**src/rtl/ifsram_read_ctrl_if.sv**
```systemverilog
// Scheduler handshake, ping-pong input SRAM ports and PE-array stream of the input-feature reader.
interface ifsram_read_ctrl_if #(
  parameter int TBITS     = 64,
  parameter int ADDR_BITS = 5
);
  logic                 if_read_start;
  logic [2:0]           if_read_current_state;
  logic                 ifsram0_read;
  logic                 ifsram1_read;
  logic                 if_read_busy;
  logic                 if_read_done;
  logic                 if_row_finish;
  logic                 if_change_sram;
  logic                 sram0_cen;
  logic [ADDR_BITS-1:0] sram0_addr;
  logic [TBITS-1:0]     sram0_dout;
  logic                 sram1_cen;
  logic [ADDR_BITS-1:0] sram1_addr;
  logic [TBITS-1:0]     sram1_dout;
  logic [TBITS-1:0]     if_read_data_dout;
  logic                 if_read_write_dout;
  logic                 if_read_full_n_din;

  modport slave (
    input  if_read_start, if_read_current_state, ifsram0_read, ifsram1_read,
           sram0_dout, sram1_dout, if_read_full_n_din,
    output if_read_busy, if_read_done, if_row_finish, if_change_sram,
           sram0_cen, sram0_addr, sram1_cen, sram1_addr,
           if_read_data_dout, if_read_write_dout
  );

  modport master (
    output if_read_start, if_read_current_state, ifsram0_read, ifsram1_read,
           sram0_dout, sram1_dout, if_read_full_n_din,
    input  if_read_busy, if_read_done, if_row_finish, if_change_sram,
           sram0_cen, sram0_addr, sram1_cen, sram1_addr,
           if_read_data_dout, if_read_write_dout
  );
endinterface

```
**src/rtl/ifsram_read_ctrl.sv**
```systemverilog
// Streams one 3-row convolution window out of the ping-pong input SRAMs, zero rows for padding.
// state | meaning
// IDLE  | waiting for a start with a valid mode
// LATCH | pick the top SRAM from the scheduler selects
// ROW   | issue one word per cycle while downstream has room
// GAP   | one dead cycle when the window crosses from top to other SRAM
// DRAIN | last word leaves the output register, done pulses
module ifsram_read_ctrl #(
  parameter int TBITS     = 64,
  parameter int ROW_WORDS = 8,
  parameter int ADDR_BITS = 5
) (
  input logic              clk,
  input logic              reset,
  ifsram_read_ctrl_if.slave bus
);
  localparam int WBITS = (ROW_WORDS > 1) ? $clog2(ROW_WORDS) : 1;
  localparam logic [WBITS-1:0] LAST_W = WBITS'(ROW_WORDS - 1);

  typedef enum logic [2:0] {S_IDLE, S_LATCH, S_ROW, S_GAP, S_DRAIN} state_t;
  typedef enum logic [1:0] {SRC_Z, SRC_T, SRC_O} src_t;
  typedef enum logic [1:0] {SEL_ZERO, SEL_S0, SEL_S1} sel_t;
  typedef struct packed {
    src_t       src;
    logic [1:0] idx;
  } row_src_t;

  state_t           state_q, state_d;
  logic [2:0]       mode_q, mode_d;
  logic             top_q, top_d;
  logic [1:0]       row_q, row_d;
  logic [WBITS-1:0] word_q, word_d;
  logic             valid_q, valid_d;
  sel_t             sel_q, sel_d;

  row_src_t             cur, nxt;
  logic                 use_s1;
  logic                 mode_ok;
  logic [ADDR_BITS-1:0] issue_addr;
  logic                 busy, done, row_fin, chg;
  logic                 cen0, cen1;
  logic [ADDR_BITS-1:0] addr0, addr1;
  logic [TBITS-1:0]     data_mux;

  // Window row -> (source, SRAM row); unlisted combinations are zero rows.
  function automatic row_src_t row_src(input logic [2:0] mode, input logic [1:0] row);
    row_src_t rs;
    rs = {SRC_Z, 2'd0};
    case ({mode, row})
      5'b001_01: rs = {SRC_T, 2'd0};
      5'b001_10: rs = {SRC_T, 2'd1};
      5'b010_00: rs = {SRC_T, 2'd0};
      5'b010_01: rs = {SRC_T, 2'd1};
      5'b010_10: rs = {SRC_T, 2'd2};
      5'b011_00: rs = {SRC_T, 2'd1};
      5'b011_01: rs = {SRC_T, 2'd2};
      5'b011_10: rs = {SRC_O, 2'd0};
      5'b100_00: rs = {SRC_T, 2'd2};
      5'b100_01: rs = {SRC_O, 2'd0};
      5'b100_10: rs = {SRC_O, 2'd1};
      5'b101_00: rs = {SRC_T, 2'd1};
      5'b101_01: rs = {SRC_T, 2'd2};
      default:   rs = {SRC_Z, 2'd0};
    endcase
    return rs;
  endfunction

  assign cur        = row_src(mode_q, row_q);
  assign nxt        = row_src(mode_q, row_q + 2'd1);
  assign use_s1     = (cur.src == SRC_T) ? top_q : !top_q;
  assign mode_ok    = (bus.if_read_current_state != 3'd0) && (bus.if_read_current_state <= 3'd5);
  assign issue_addr = ADDR_BITS'(cur.idx) * ADDR_BITS'(ROW_WORDS) + ADDR_BITS'(word_q);

  always_comb begin
    state_d = state_q;
    mode_d  = mode_q;
    top_d   = top_q;
    row_d   = row_q;
    word_d  = word_q;
    valid_d = 1'b0;
    sel_d   = SEL_ZERO;
    busy    = 1'b0;
    done    = 1'b0;
    row_fin = 1'b0;
    chg     = 1'b0;
    cen0    = 1'b0;
    cen1    = 1'b0;
    addr0   = '0;
    addr1   = '0;
    case (state_q)
      S_IDLE: begin
        if (bus.if_read_start && mode_ok) begin
          mode_d  = bus.if_read_current_state;
          state_d = S_LATCH;
        end
      end
      S_LATCH: begin
        busy    = 1'b1;
        top_d   = !bus.ifsram0_read && bus.ifsram1_read;
        row_d   = 2'd0;
        word_d  = '0;
        state_d = S_ROW;
      end
      S_ROW: begin
        busy = 1'b1;
        if (bus.if_read_full_n_din) begin
          valid_d = 1'b1;
          if (cur.src != SRC_Z) begin
            if (use_s1) begin
              cen1  = 1'b1;
              addr1 = issue_addr;
              sel_d = SEL_S1;
            end else begin
              cen0  = 1'b1;
              addr0 = issue_addr;
              sel_d = SEL_S0;
            end
          end
          if (word_q == LAST_W) begin
            row_fin = 1'b1;
            word_d  = '0;
            if (row_q == 2'd2) begin
              state_d = S_DRAIN;
            end else begin
              row_d = row_q + 2'd1;
              if (cur.src == SRC_T && nxt.src == SRC_O) state_d = S_GAP;
            end
          end else begin
            word_d = word_q + WBITS'(1);
          end
        end
      end
      S_GAP: begin
        busy    = 1'b1;
        chg     = 1'b1;
        state_d = S_ROW;
      end
      S_DRAIN: begin
        busy    = 1'b1;
        done    = 1'b1;
        state_d = S_IDLE;
      end
      default: state_d = S_IDLE;
    endcase
  end

  always_ff @(posedge clk) begin
    if (!reset) begin
      state_q <= S_IDLE;
      mode_q  <= 3'd0;
      top_q   <= 1'b0;
      row_q   <= 2'd0;
      word_q  <= '0;
      valid_q <= 1'b0;
      sel_q   <= SEL_ZERO;
    end else begin
      state_q <= state_d;
      mode_q  <= mode_d;
      top_q   <= top_d;
      row_q   <= row_d;
      word_q  <= word_d;
      valid_q <= valid_d;
      sel_q   <= sel_d;
    end
  end

  // SRAM data arrives one cycle after issue, so the registered select lines up with it.
  always_comb begin
    data_mux = '0;
    if (sel_q == SEL_S0) data_mux = bus.sram0_dout;
    else if (sel_q == SEL_S1) data_mux = bus.sram1_dout;
  end

  assign bus.if_read_busy       = busy;
  assign bus.if_read_done       = done;
  assign bus.if_row_finish      = row_fin;
  assign bus.if_change_sram     = chg;
  assign bus.sram0_cen          = cen0;
  assign bus.sram0_addr         = addr0;
  assign bus.sram1_cen          = cen1;
  assign bus.sram1_addr         = addr1;
  assign bus.if_read_data_dout  = data_mux;
  assign bus.if_read_write_dout = valid_q;
endmodule
```
**src/flat_wrapper.sv**
```systemverilog
// flat-port wrapper written by rule: the top's interface ports become plain ports
module ifsram_read_ctrl_flat 
#(
  parameter int TBITS     = 64,
  parameter int ROW_WORDS = 8,
  parameter int ADDR_BITS = 5
)
  (clk, reset, bus_if_read_start, bus_if_read_current_state, bus_ifsram0_read, bus_ifsram1_read, bus_sram0_dout, bus_sram1_dout, bus_if_read_full_n_din, bus_if_read_busy, bus_if_read_done, bus_if_row_finish, bus_if_change_sram, bus_sram0_cen, bus_sram0_addr, bus_sram1_cen, bus_sram1_addr, bus_if_read_data_dout, bus_if_read_write_dout);
  ifsram_read_ctrl_if #(.TBITS(TBITS), .ADDR_BITS(ADDR_BITS)) bus_i ();
  input logic clk;
  input logic reset;
  input wire logic [$bits(bus_i.if_read_start)-1:0] bus_if_read_start;
  input wire logic [$bits(bus_i.if_read_current_state)-1:0] bus_if_read_current_state;
  input wire logic [$bits(bus_i.ifsram0_read)-1:0] bus_ifsram0_read;
  input wire logic [$bits(bus_i.ifsram1_read)-1:0] bus_ifsram1_read;
  input wire logic [$bits(bus_i.sram0_dout)-1:0] bus_sram0_dout;
  input wire logic [$bits(bus_i.sram1_dout)-1:0] bus_sram1_dout;
  input wire logic [$bits(bus_i.if_read_full_n_din)-1:0] bus_if_read_full_n_din;
  output wire logic [$bits(bus_i.if_read_busy)-1:0] bus_if_read_busy;
  output wire logic [$bits(bus_i.if_read_done)-1:0] bus_if_read_done;
  output wire logic [$bits(bus_i.if_row_finish)-1:0] bus_if_row_finish;
  output wire logic [$bits(bus_i.if_change_sram)-1:0] bus_if_change_sram;
  output wire logic [$bits(bus_i.sram0_cen)-1:0] bus_sram0_cen;
  output wire logic [$bits(bus_i.sram0_addr)-1:0] bus_sram0_addr;
  output wire logic [$bits(bus_i.sram1_cen)-1:0] bus_sram1_cen;
  output wire logic [$bits(bus_i.sram1_addr)-1:0] bus_sram1_addr;
  output wire logic [$bits(bus_i.if_read_data_dout)-1:0] bus_if_read_data_dout;
  output wire logic [$bits(bus_i.if_read_write_dout)-1:0] bus_if_read_write_dout;
  assign bus_i.if_read_start = bus_if_read_start;
  assign bus_i.if_read_current_state = bus_if_read_current_state;
  assign bus_i.ifsram0_read = bus_ifsram0_read;
  assign bus_i.ifsram1_read = bus_ifsram1_read;
  assign bus_i.sram0_dout = bus_sram0_dout;
  assign bus_i.sram1_dout = bus_sram1_dout;
  assign bus_i.if_read_full_n_din = bus_if_read_full_n_din;
  assign bus_if_read_busy = bus_i.if_read_busy;
  assign bus_if_read_done = bus_i.if_read_done;
  assign bus_if_row_finish = bus_i.if_row_finish;
  assign bus_if_change_sram = bus_i.if_change_sram;
  assign bus_sram0_cen = bus_i.sram0_cen;
  assign bus_sram0_addr = bus_i.sram0_addr;
  assign bus_sram1_cen = bus_i.sram1_cen;
  assign bus_sram1_addr = bus_i.sram1_addr;
  assign bus_if_read_data_dout = bus_i.if_read_data_dout;
  assign bus_if_read_write_dout = bus_i.if_read_write_dout;
  ifsram_read_ctrl #(.TBITS(TBITS), .ROW_WORDS(ROW_WORDS), .ADDR_BITS(ADDR_BITS)) u_core (.clk(clk), .reset(reset), .bus(bus_i));
endmodule
```
**config.mk**
```make
export PLATFORM = sky130hd
export DESIGN_NAME = ifsram_read_ctrl_flat
export DESIGN_NICKNAME = d
export VERILOG_FILES = /design/src/rtl/ifsram_read_ctrl_if.sv /design/src/rtl/ifsram_read_ctrl.sv /design/src/flat_wrapper.sv
export SDC_FILE = /design/constraint.sdc
export NUM_CORES = 1
export LEC_CHECK = 0
export BUFFER_PORTS_ARGS = -buffer_cell sky130_fd_sc_hd__buf_2
export CAP_MARGIN = 10
export CELL_PAD_IN_SITES_DETAIL_PLACEMENT = 0
export CELL_PAD_IN_SITES_GLOBAL_PLACEMENT = 1
export CORE_MARGIN = 2
export CORE_UTILIZATION = 18
export CTS_CLUSTER_SIZE = 40
export DETAILED_ROUTE_END_ITERATION = 12
export GPL_ROUTABILITY_DRIVEN = 0
export GPL_TIMING_DRIVEN = 0
export PLACE_DENSITY = 0.81
export SYNTH_ARGS = -nofsm -noshare
export SYNTH_HDL_FRONTEND = slang
export SYNTH_SLANG_ARGS = --single-unit
export TNS_END_PERCENT = 100
```
**constraint.sdc**
```tcl
create_clock -name clk -period 1.9 [get_ports clk]
set_input_delay 0.285 -clock clk [delete_from_list [all_inputs] [get_ports clk]]
set_output_delay 0.285 -clock clk [all_outputs]
set_load 0.01 [all_outputs]
```
==> results, run 1 <==
- After synthesis, the mean cell area works out to 8.24 um2.
- The count of input and output buffers is 217.
- From left edge to right edge, the die measures 101 um.
- The number of pins with negative max-slew slack in the final report was 0.
- The top cell type's share of synthesized area is roughly a third.
- In this run, flip-flops and latches consume 36.9% of the power.
- The first global-routing pass estimated 11800 um of wire.
- Setup repair after global routing could not meet its margin everywhere.
- The routed layout has 2580 vias.
- The cell at the slowest stage of the critical path is a221oi_4.
- Across every metal layer, demand over resource in global routing totals 14.8%.
- The cell area that synthesis handed to floorplanning was 1710 um2.
- The core region is 9240 um2.
- The areal power density over the cells is 275 nW/um2.
- Data on the critical path is required at its endpoint by 1.62 ns.
- The worst setup path is captured at a primary output.
- The min-delay analysis places its worst path in the category in -> reg.
- The max-capacitance violation count is 0.
- The number of placement rows is 35.
- The actual transition at the worst max-transition pin is between 0.5 and 0.6 ns.
- The number of iterations in the first detailed-routing pass is 4.
- In this run the remaining antenna-violating nets after routing total 0.
- The cell class contributing the biggest share of worst-path delay is compound AO/OA/AOI/OAI gates.
- Dividing the detail-routed wire length by the instance count gives 15.3 um.
- After the last flow step, the layout net total stands at 587.
- The flow ran to the end, but the final reports show violations.
- The number of I/O pins is between 200 and 250.
- At the later pin of the worst-skew pair, clock insertion delay measures 0.25 ns.
- Counting I/O delays and the setup requirement, the final critical path takes 2.27 ns.
- The most critical setup path has its startpoint at u_core.row_q[1]$_SDFFE_PN0P_.
- Combinational logic is responsible for 34.6% of the overall power.
- The final reports fail on setup timing.
- Walking the worst path, the cells encountered are buf_6 -> ha_2 -> nor2_2 -> a21oi_2 -> a221oi_4 -> mux2i_4 -> buf_6 -> nor2_2 -> buf_2.
- The final setup slack of the worst path is -0.367 ns.
- The number of gates on the worst path with buffers counted is 9.
- The clock arrives with around 0.0009 ns of skew.
- In this run the worst setup path terminates at bus_sram1_addr[1].
- Ranked by total cell area, the synthesized netlist is headed by a22o_1 (33%), dfxtp_1 (18%), ha_1 (4.4%).
- The initial utilization of the core area, before any placement, comes to 18.5%.
- The internal portion of the total power is about 650 uW.
- The count of different cell masters after synthesis is 39.
- The die covers 10300 um2.
- The remaining design rule violation count is 0.
- Based on the critical path, the design can be clocked at up to between 400 and 500 MHz.
- The clock-pin slew reported for the worst setup and hold paths after clock tree synthesis is ~0.060 ns.
- The die is 101 um tall.
- Clock tree synthesis selected as its root buffer the cell clkbuf_8.
- The clock tree from TritonCTS is built.
- The design draws 916 uW.
- The biggest fanout along the worst timing path is 5.
- STA classifies the critical path startpoint as a register.
- The maximum number of pins on one net before global-route repair is 11.
- The final cell count without fillers is 578.
- In the routed layout, each cell is associated on average with a via count of ~4.5.
- The cell count after synthesis came out at roughly 210.
- Cells fill 36.0% of the core in the end.
- The number of failing setup endpoints in the final timing report is 12.
- The tightest slew margin relative to the limit is about three fifths.
- Global routing finished with a remaining overflow of 0.
- In this run the register-to-register setup slack is around 0.080 ns.
- Of the available clock period, the critical path in the final layout requires 119%.
- The sink count of the clock tree is 15.
- In this run, post-CTS hold repair placed 0 buffers.
- In this run the power spent charging and discharging nets is approximately 260 uW.
- In this run the number of H-tree levels came out at 1.
- Compared with the post-synthesis result, the final layout area differs by 95.0%.
- For this run, the slowest stage of the critical path takes 0.38 ns.
- Sequential elements use 17.6% of the synthesized area.
- The reg-to-reg endpoint is u_core.sel_q[1]$_SDFF_PN0_.
- The via count of the first global-routing pass is 2338.
- The startpoint of the worst register-to-register path is u_core.row_q[1]$_SDFFE_PN0P_.
- Detailed placement finished with a half-perimeter wire length of 7320 um.
- Per report_power, the clock group accounts for 28.4% of the total.
- At the placement stage, the worst setup path has a slack of -0.288 ns.
- Of the cells placed in the final design, the portion with a size suffix greater than 1 is 63.9%.
- Yosys printed 0 warnings.
- Of all cell types, the one taking the most synthesized area is a22o_1.
- The length in cells of the worst reg-to-reg path is 9.
- STA puts the critical path data arrival time at 1.98 ns.
- No sink is reached through more buffers than the 2 on the longest clock path.
- After detailed placement, the design holds a cell count of around 550.
- The reported leakage power is 0.00177 uW.
- After synthesis the netlist holds a flip-flop and latch count of 15.
- The wire length reported by the detailed router is 8860 um.
- Net switching is 28.9% of the power.
- The initial antenna violation count is 7.
- Counting both buffers and inverters, the worst setup path holds a total of 3.
- Across the VDD grid, the largest voltage drop is ~0.31 mV.
- The number of DRC markers after the initial detailed-route iteration is 69.
- The number of clock buffers inserted by TritonCTS is 3.
- When the netlist entered floorplanning its net count stood at 350.
- The final number of hold-violating endpoints is 0.
- By startpoint and endpoint, the worst setup path is classified as reg -> out.
how the worst min path moves through the flow:
stage                             startpoint                              to  cells after the start
2_1_floorplan   bus_if_read_current_state[0]   u_core.mode_q[0]$_SDFFE_PN0P_                      2
3_3_place_gp   u_core.word_q[2]$_SDFFE_PN0P_   u_core.word_q[2]$_SDFFE_PN0P_                      2
3_5_place_dp   u_core.word_q[2]$_SDFFE_PN0P_   u_core.word_q[2]$_SDFFE_PN0P_                      2
4_1_cts                                reset  u_core.state_q[1]$_SDFFE_PN0P_                      2
5_1_grt                                reset  u_core.state_q[1]$_SDFFE_PN0P_                      2
6_report                               reset  u_core.state_q[1]$_SDFFE_PN0P_                      2
registers in the layout, summed over array words and instances, names as in the netlist:
signal                         flops
u_core.top_q                       1
u_core.word_q                      3
u_core.state_q                     3
u_core.row_q                       2
u_core.bus.if_read_write_dout      1
u_core.sel_q                       2
u_core.mode_q                      3
Yosys cell counts:
master / n
and3_1: 2
nor2_2: 1
mux2i_1: 6
o32ai_4: 1
a32oi_1: 1
nor2_1: 17
or2b_4: 1
mux2i_4: 2
o21a_1: 1
a21oi_1: 8
nand2b_1: 6
a21o_1: 1
xnor2_1: 2
inv_1: 5
nand3_1: 2
a21boi_0: 3
clkbuf_1: 12
a221oi_4: 1
buf_2: 2
ha_1: 6
nand4b_1: 2
nor2b_1: 10
nor3b_2: 1
nor3_1: 3
o22ai_1: 1
a211oi_1: 1
a22o_1: 64
buf_1: 3
and2b_2: 2
and3b_1: 1
o21ai_0: 5
nand4_1: 1
nand3b_1: 2
or3b_2: 1
and2_1: 3
dfxtp_1: 15
nor3b_1: 2
nand2_1: 9
buf_6: 1
metrics by stage:
stage | cell area [um2] | TNS, ns | hold slack, ns
global placement | 3000 | -3.08 | 0.490
global route | 3330 | -5.31 | 0.321
CTS | 3200 | -4.30 | 0.312
finish | 3330 | -4.23 | 0.314
detailed placement | 3000 | -3.39 | 0.504
floorplan | 1750 | 0 | 0.451
worst register-to-register path: cells and delay by family (launching register included):
family	cells	cell delay, ns
buffers and inverters	3	0.42
multiplexers	1	0.13
AO/OA/AOI/OAI	2	0.46
adder cells (fa/ha/maj)	1	0.16
flip-flops	1	0.37
AND/OR/NAND/NOR	2	0.21
final cells by class:
| cell class | instances | area [um2] |
|---|---|---|
| Multi-Input combinational cell | 169 | 1410 |
| Clock buffer | 4 | 45.0 |
| Fill cell | 983 | 5910 |
| Timing Repair Buffer | 232 | 1260 |
| Inverter | 5 | 23.8 |
| Buffer | 18 | 108 |
| Antenna cell | 6 | 15.0 |
| Sequential cell | 15 | 308 |
| Tap cell | 129 | 161 |
logic make-up after synthesis:
| group | synth area share [%] |
|---|---|
| muxes | 6.16 |
| and+or+nand+nor | 21.8 |
| AOI/OAI and AO/OA | 43.3 |
| buffers and inverters | 5.65 |
| adders and majority gates | 4.40 |
| xor gates and xnor gates | 1.03 |
| DFF | 17.6 |
layer usage:
layer / track usage (%) / routed length, um / vias up
met5: 0 / 16 / -
met2: 25.2 / 4170 / 125
li1: - / - / 1276
met4: 5.41 / 312 / 2
met3: 3.45 / 721 / 16
met1: 18.1 / 3640 / 1161
repair_timing:
item                       in CTS  in global routing
resized for setup              28                 29
setup endpoints to repair      74                 66
cloned                          0                  0
buffers inserted               13                  2
pin swaps                       6                  3
power groups by stage:
stage	sequential, uW	clock, uW	combinational, uW
global placement	346	0	280
floorplan	343	0	109
detailed placement	347	0	286
finish	338	260	317
global route	341	284	347
CTS	337	266	307
cells in the final DEF (no fill, tap or decap), types with 3 or more instances in the layout:
cell and count:
a21boi_0 3, a21oi_1 7, a22o_1 64, and2_1 3, buf_2 218, buf_4 10, buf_6 13, clkbuf_2 3
clkbuf_4 5, clkbuf_8 3, dfxtp_1 13, diode_2 6, ha_1 3, inv_1 3, mux2i_1 6, nand2_1 9
nand2b_1 6, nor2_1 5, nor2_2 6, nor2_4 7, nor2b_1 10, nor3_1 3, o21ai_0 4
Power figures use the tool's default switching activity.
==> run 2, diff against run 1 <==
- ABC_AREA: default -> 1
- PLACE_DENSITY: 0.81 -> 0.8
==> results, run 2 <==
- The share of the core filled with cells in the final layout is 32.1%.
- The finished layout holds around 750 standard cells, fillers aside.
- The global-route total usage across every layer is 13.6%.
- The number of placement rows is 38.
- The initial antenna violation count is 2.
- For this design the total switching power over the nets is between 800 and 900 uW.
- The sequential share of the synthesized area is 14.9%.
- IR analysis of the VDD net gives a maximum drop of approximately 0.45 mV.
- The worst setup path is captured at a primary output.
- The share of synthesized registers carrying an async set or reset is 0%.
- The cell at the slowest stage of the critical path is dfxtp_4.
- The sink count of the clock tree is 15.
- At the pin with the least slew margin, the transition time is between 0.3 and 0.4 ns.
- In the post-synthesis netlist, the cell with the most instances is inv_1.
- The number of nets in the finished design is 756.
- The number of iterations in the first detailed-routing pass is 4.
- The most common cell after layout, fill and taps aside is buf_2.
- The final setup slack of the worst path is -0.208 ns.
- Max-cap violations in this run came to 0.
- In this run the static leakage power is 0.00212 uW.
- In the synthesized netlist, the number of instances is 384.
- The number of I/O pins is about 220.
- By count the netlist is led by inv_1 (91), nand3_1 (73), o21ai_0 (72).
- The switching part of the total is 46.7%.
- The synthesized design contains 15 register bits.
- The largest registers in the layout are u_core.mode_q (3), u_core.state_q (3), u_core.word_q (3).
- The die boundary width is 110 um.
- The number of synthesized flops with an enable pin is 0.
- After synthesis, the cell types taking the most area are nand3_1 (18%), o21ai_0 (18%), inv_1 (17%).
- The run finished, with violations left.
- In this run the remaining antenna-violating nets after routing total 0.
- In the synthesized netlist the dominant register cell turns out to be dfxtp_1.
- For the final database, setup skew stands at around 0.006 ns.
- The die is 110 um tall.
- The number of cells after detailed placement is 741.
- The worst hold margin is 0.325 ns.
- The root buffer cell chosen for the clock tree is clkbuf_8.
- The die covers 12100 um2.
- A synthesized cell averages ~5.3 um2.
- In the layout the commonest cells are buf_2 (218), inv_1 (88), nand3_1 (72).
- The via count of the first global-routing pass is roughly 2800.
- The post-cts hold buffer count is 0.
- The synthesized net count is 527.
- The critical path data required time is 1.62 ns.
- The starting density of the core is a little under a fifth.
- The routed wirelength normalized by instance count is 13.0 um.
- TritonCTS built the clock tree.
- The worst min-delay path category is in -> reg.
- The HPWL after detailed placement is 8330 um.
- For this design the ratio of total power to cell area is slightly above 500 nW/um2.
- The core region is approximately 11000 um2.
- The tightest slew margin relative to the limit is 78.6%.
- Dividing the final minimum period by the clock period gives 111%.
- The maximum number of pins on one net before global-route repair is 11.
- Summing over every cut layer, the via total after detailed routing is 3260.
- The number of failing setup endpoints in the final timing report is 12.
- Per report_power, the clock group accounts for 15.0% of the total.
- The number of warnings printed during yosys synthesis is 0.
- The first-pass GRT wire length is ~13000 um.
- Together, buffers and inverters on the worst path number 3.
- Global routing finished with a remaining overflow of 0.
- The most frequent cell on the critical path is nand2_2.
- The final reports fail on setup timing.
- The post-synthesis instance area is roughly 2000 um2.
- Buffers placed on the I/O ports in this run total around 220.
- The fraction of layout instances using a drive strength above 1 is 45.9%.
- The power share of the combinational group is 60.1%.
- The number of clock buffers inserted by TritonCTS is 3.
- The longest clock path from root to sink contains 2 buffers.
- The biggest cell delay along the critical path is about 0.37 ns.
- The top cell type by area accounts for around 18% of the synthesized area.
- The count of different cell masters after synthesis is 25.
- Of all nets on the critical path, the largest fanout is 7.
- The routed design has around 10000 um of wire.
- The remaining design rule violation count is 0.
- The final number of hold-violating endpoints is 0.
- For this run, the top clock speed supported by timing is around 470 MHz.
- CTS built an H-tree with a depth of 1.
- The internal power is 962 uW.
- The synthesized design spends more area on one cell type than any other, namely nand3_1.
- Per report_power, the sequential group accounts for 25.0% of the total.
- Counting the fill cells in the layout gives around 1300.
- Relative to the synthesized area, the layout overhead comes to 73.0%.
- The kind of launch point of the worst setup path is a register.
- The worst path arrival time is 1.82 ns.
- The signal on the critical path passes through inv_4 -> ha_4 -> nand3_2 -> nand2_1 -> inv_1 -> nand2_2 -> nand2_2 -> a21oi_4 -> nand2_4 -> nor2_1 -> buf_2.
- The via density per instance is 4.32.
- The minimum clock period is 2.11 ns.
- The detailed router finished its first iteration with ~130 violations.
- The insertion delay of the later-clocked pin in the worst-skew pair is between 0.2 and 0.3 ns.
- Setup repair after global routing could not meet its margin everywhere.
- The cell class contributing the biggest share of worst-path delay is simple AND/OR/NAND/NOR gates.
- The clock-pin slew reported for the worst setup and hold paths after clock tree synthesis is 0.07 ns.
- The number of pins with negative max-slew slack in the final report is 0.
- The worst setup path category is reg -> out.
==> run 2: changes by cell type in the layout (fill, tap and decap cells not counted), sizes merged, moves of 4 or more <==
cell and delta:
nand3 +73, a21oi +4, buf -13, nor2b -10
nor2 +21, a22o -64, o21ai +67, diode -4
inv +89, nand2 +27, clkbuf +9, nand2b -6
mux2i -8
==> run 2: what timing repair did <==
item                       in CTS  in global routing
pin swaps                       9                 10
setup buffers                   5                  3
resized for setup              24                 31
cloned                          0                  0
setup endpoints to repair      75                 70
==> run 2: metal layers <==
layer  GRT usage [%]  vias up  part of all wire, %
met3            1.01        4                  6.3
li1                -     1676                    -
met1            16.3     1451                   40
met4            2.26        0                 0.15
met2            26.5      129                   53
met5               0        -                    0
==> run 2: path summary, 6_finish.rpt <==
kind / from / to / slack, ns / depth (start not counted)
worst max-delay path: u_core.row_q[0]$_SDFFE_PN0P_ / bus_sram0_addr[0] / -0.21 / 11
worst min-delay path: reset / u_core.state_q[1]$_SDFFE_PN0P_ / 0.33 / 3
worst max register to register: u_core.word_q[1]$_SDFFE_PN0P_ / u_core.state_q[0]$_SDFFE_PN0P_ / 0.32 / 8
worst min register to register: u_core.word_q[1]$_SDFFE_PN0P_ / u_core.word_q[1]$_SDFFE_PN0P_ / 0.51 / 2
==> run 2: cell type report <==
type | instances | area [um2] | share of cell area, %
antenna | 2 | 5.00 | 0.143
buffer | 21 | 111 | 3.19
clock buffer | 4 | 45.0 | 1.29
inverter | 95 | 362 | 10.4
multi-input combinational | 252 | 1330 | 38.2
sequential | 15 | 308 | 8.81
tap | 140 | 175 | 5.02
timing repair buffer | 225 | 1150 | 33.0
==> run 2: per-stage QoR <==
| stage | worst slack [ns] | TNS, ns | total power [uW] | area (um2) |
|---|---|---|---|---|
| 2_1_floorplan | 0.0465 | 0 | 1070 | 2020 |
| 3_3_place_gp | -0.178 | -1.98 | 1410 | 3280 |
| 3_5_place_dp | -0.228 | -2.58 | 1440 | 3280 |
| 4_1_cts | -0.237 | -2.71 | 1750 | 3410 |
| 5_1_grt | -0.327 | -3.75 | 1970 | 3490 |
| 6_report | -0.208 | -2.29 | 1800 | 3490 |
==> run 2: logic make-up (layout without fill, tap and decap cells) <==
| group | after synthesis | count (layout) | synth area share [%] |
|---|---|---|---|
| and+or+nand+nor | 159 | 159 | 36.9 |
| buffers and inverters | 117 | 345 | 22.4 |
| AOI/OAI and AO/OA | 87 | 87 | 22.1 |
| DFF | 15 | 15 | 14.9 |
| adders and majority gates | 6 | 6 | 3.72 |
| other | 0 | 2 | 0 |
==> run 2: worst reg2reg max path, cell delays in order, from the launching register on <==
cell     delay (ns)
dfxtp_1        0.36
ha_1           0.16
ha_1           0.19
inv_1          0.06
o21ai_0        0.28
nand2_1        0.15
nor2_1         0.11
nand2_1        0.06
a21oi_1        0.13
==> run 2: power groups by stage <==
stage	clock (uW)	combinational, uW	sequential [uW]
after floorplan	0	627	440
after global placement	0	960	452
after detailed placement	0	988	454
after CTS	272	1020	449
after global routing	286	1230	462
final	270	1080	450
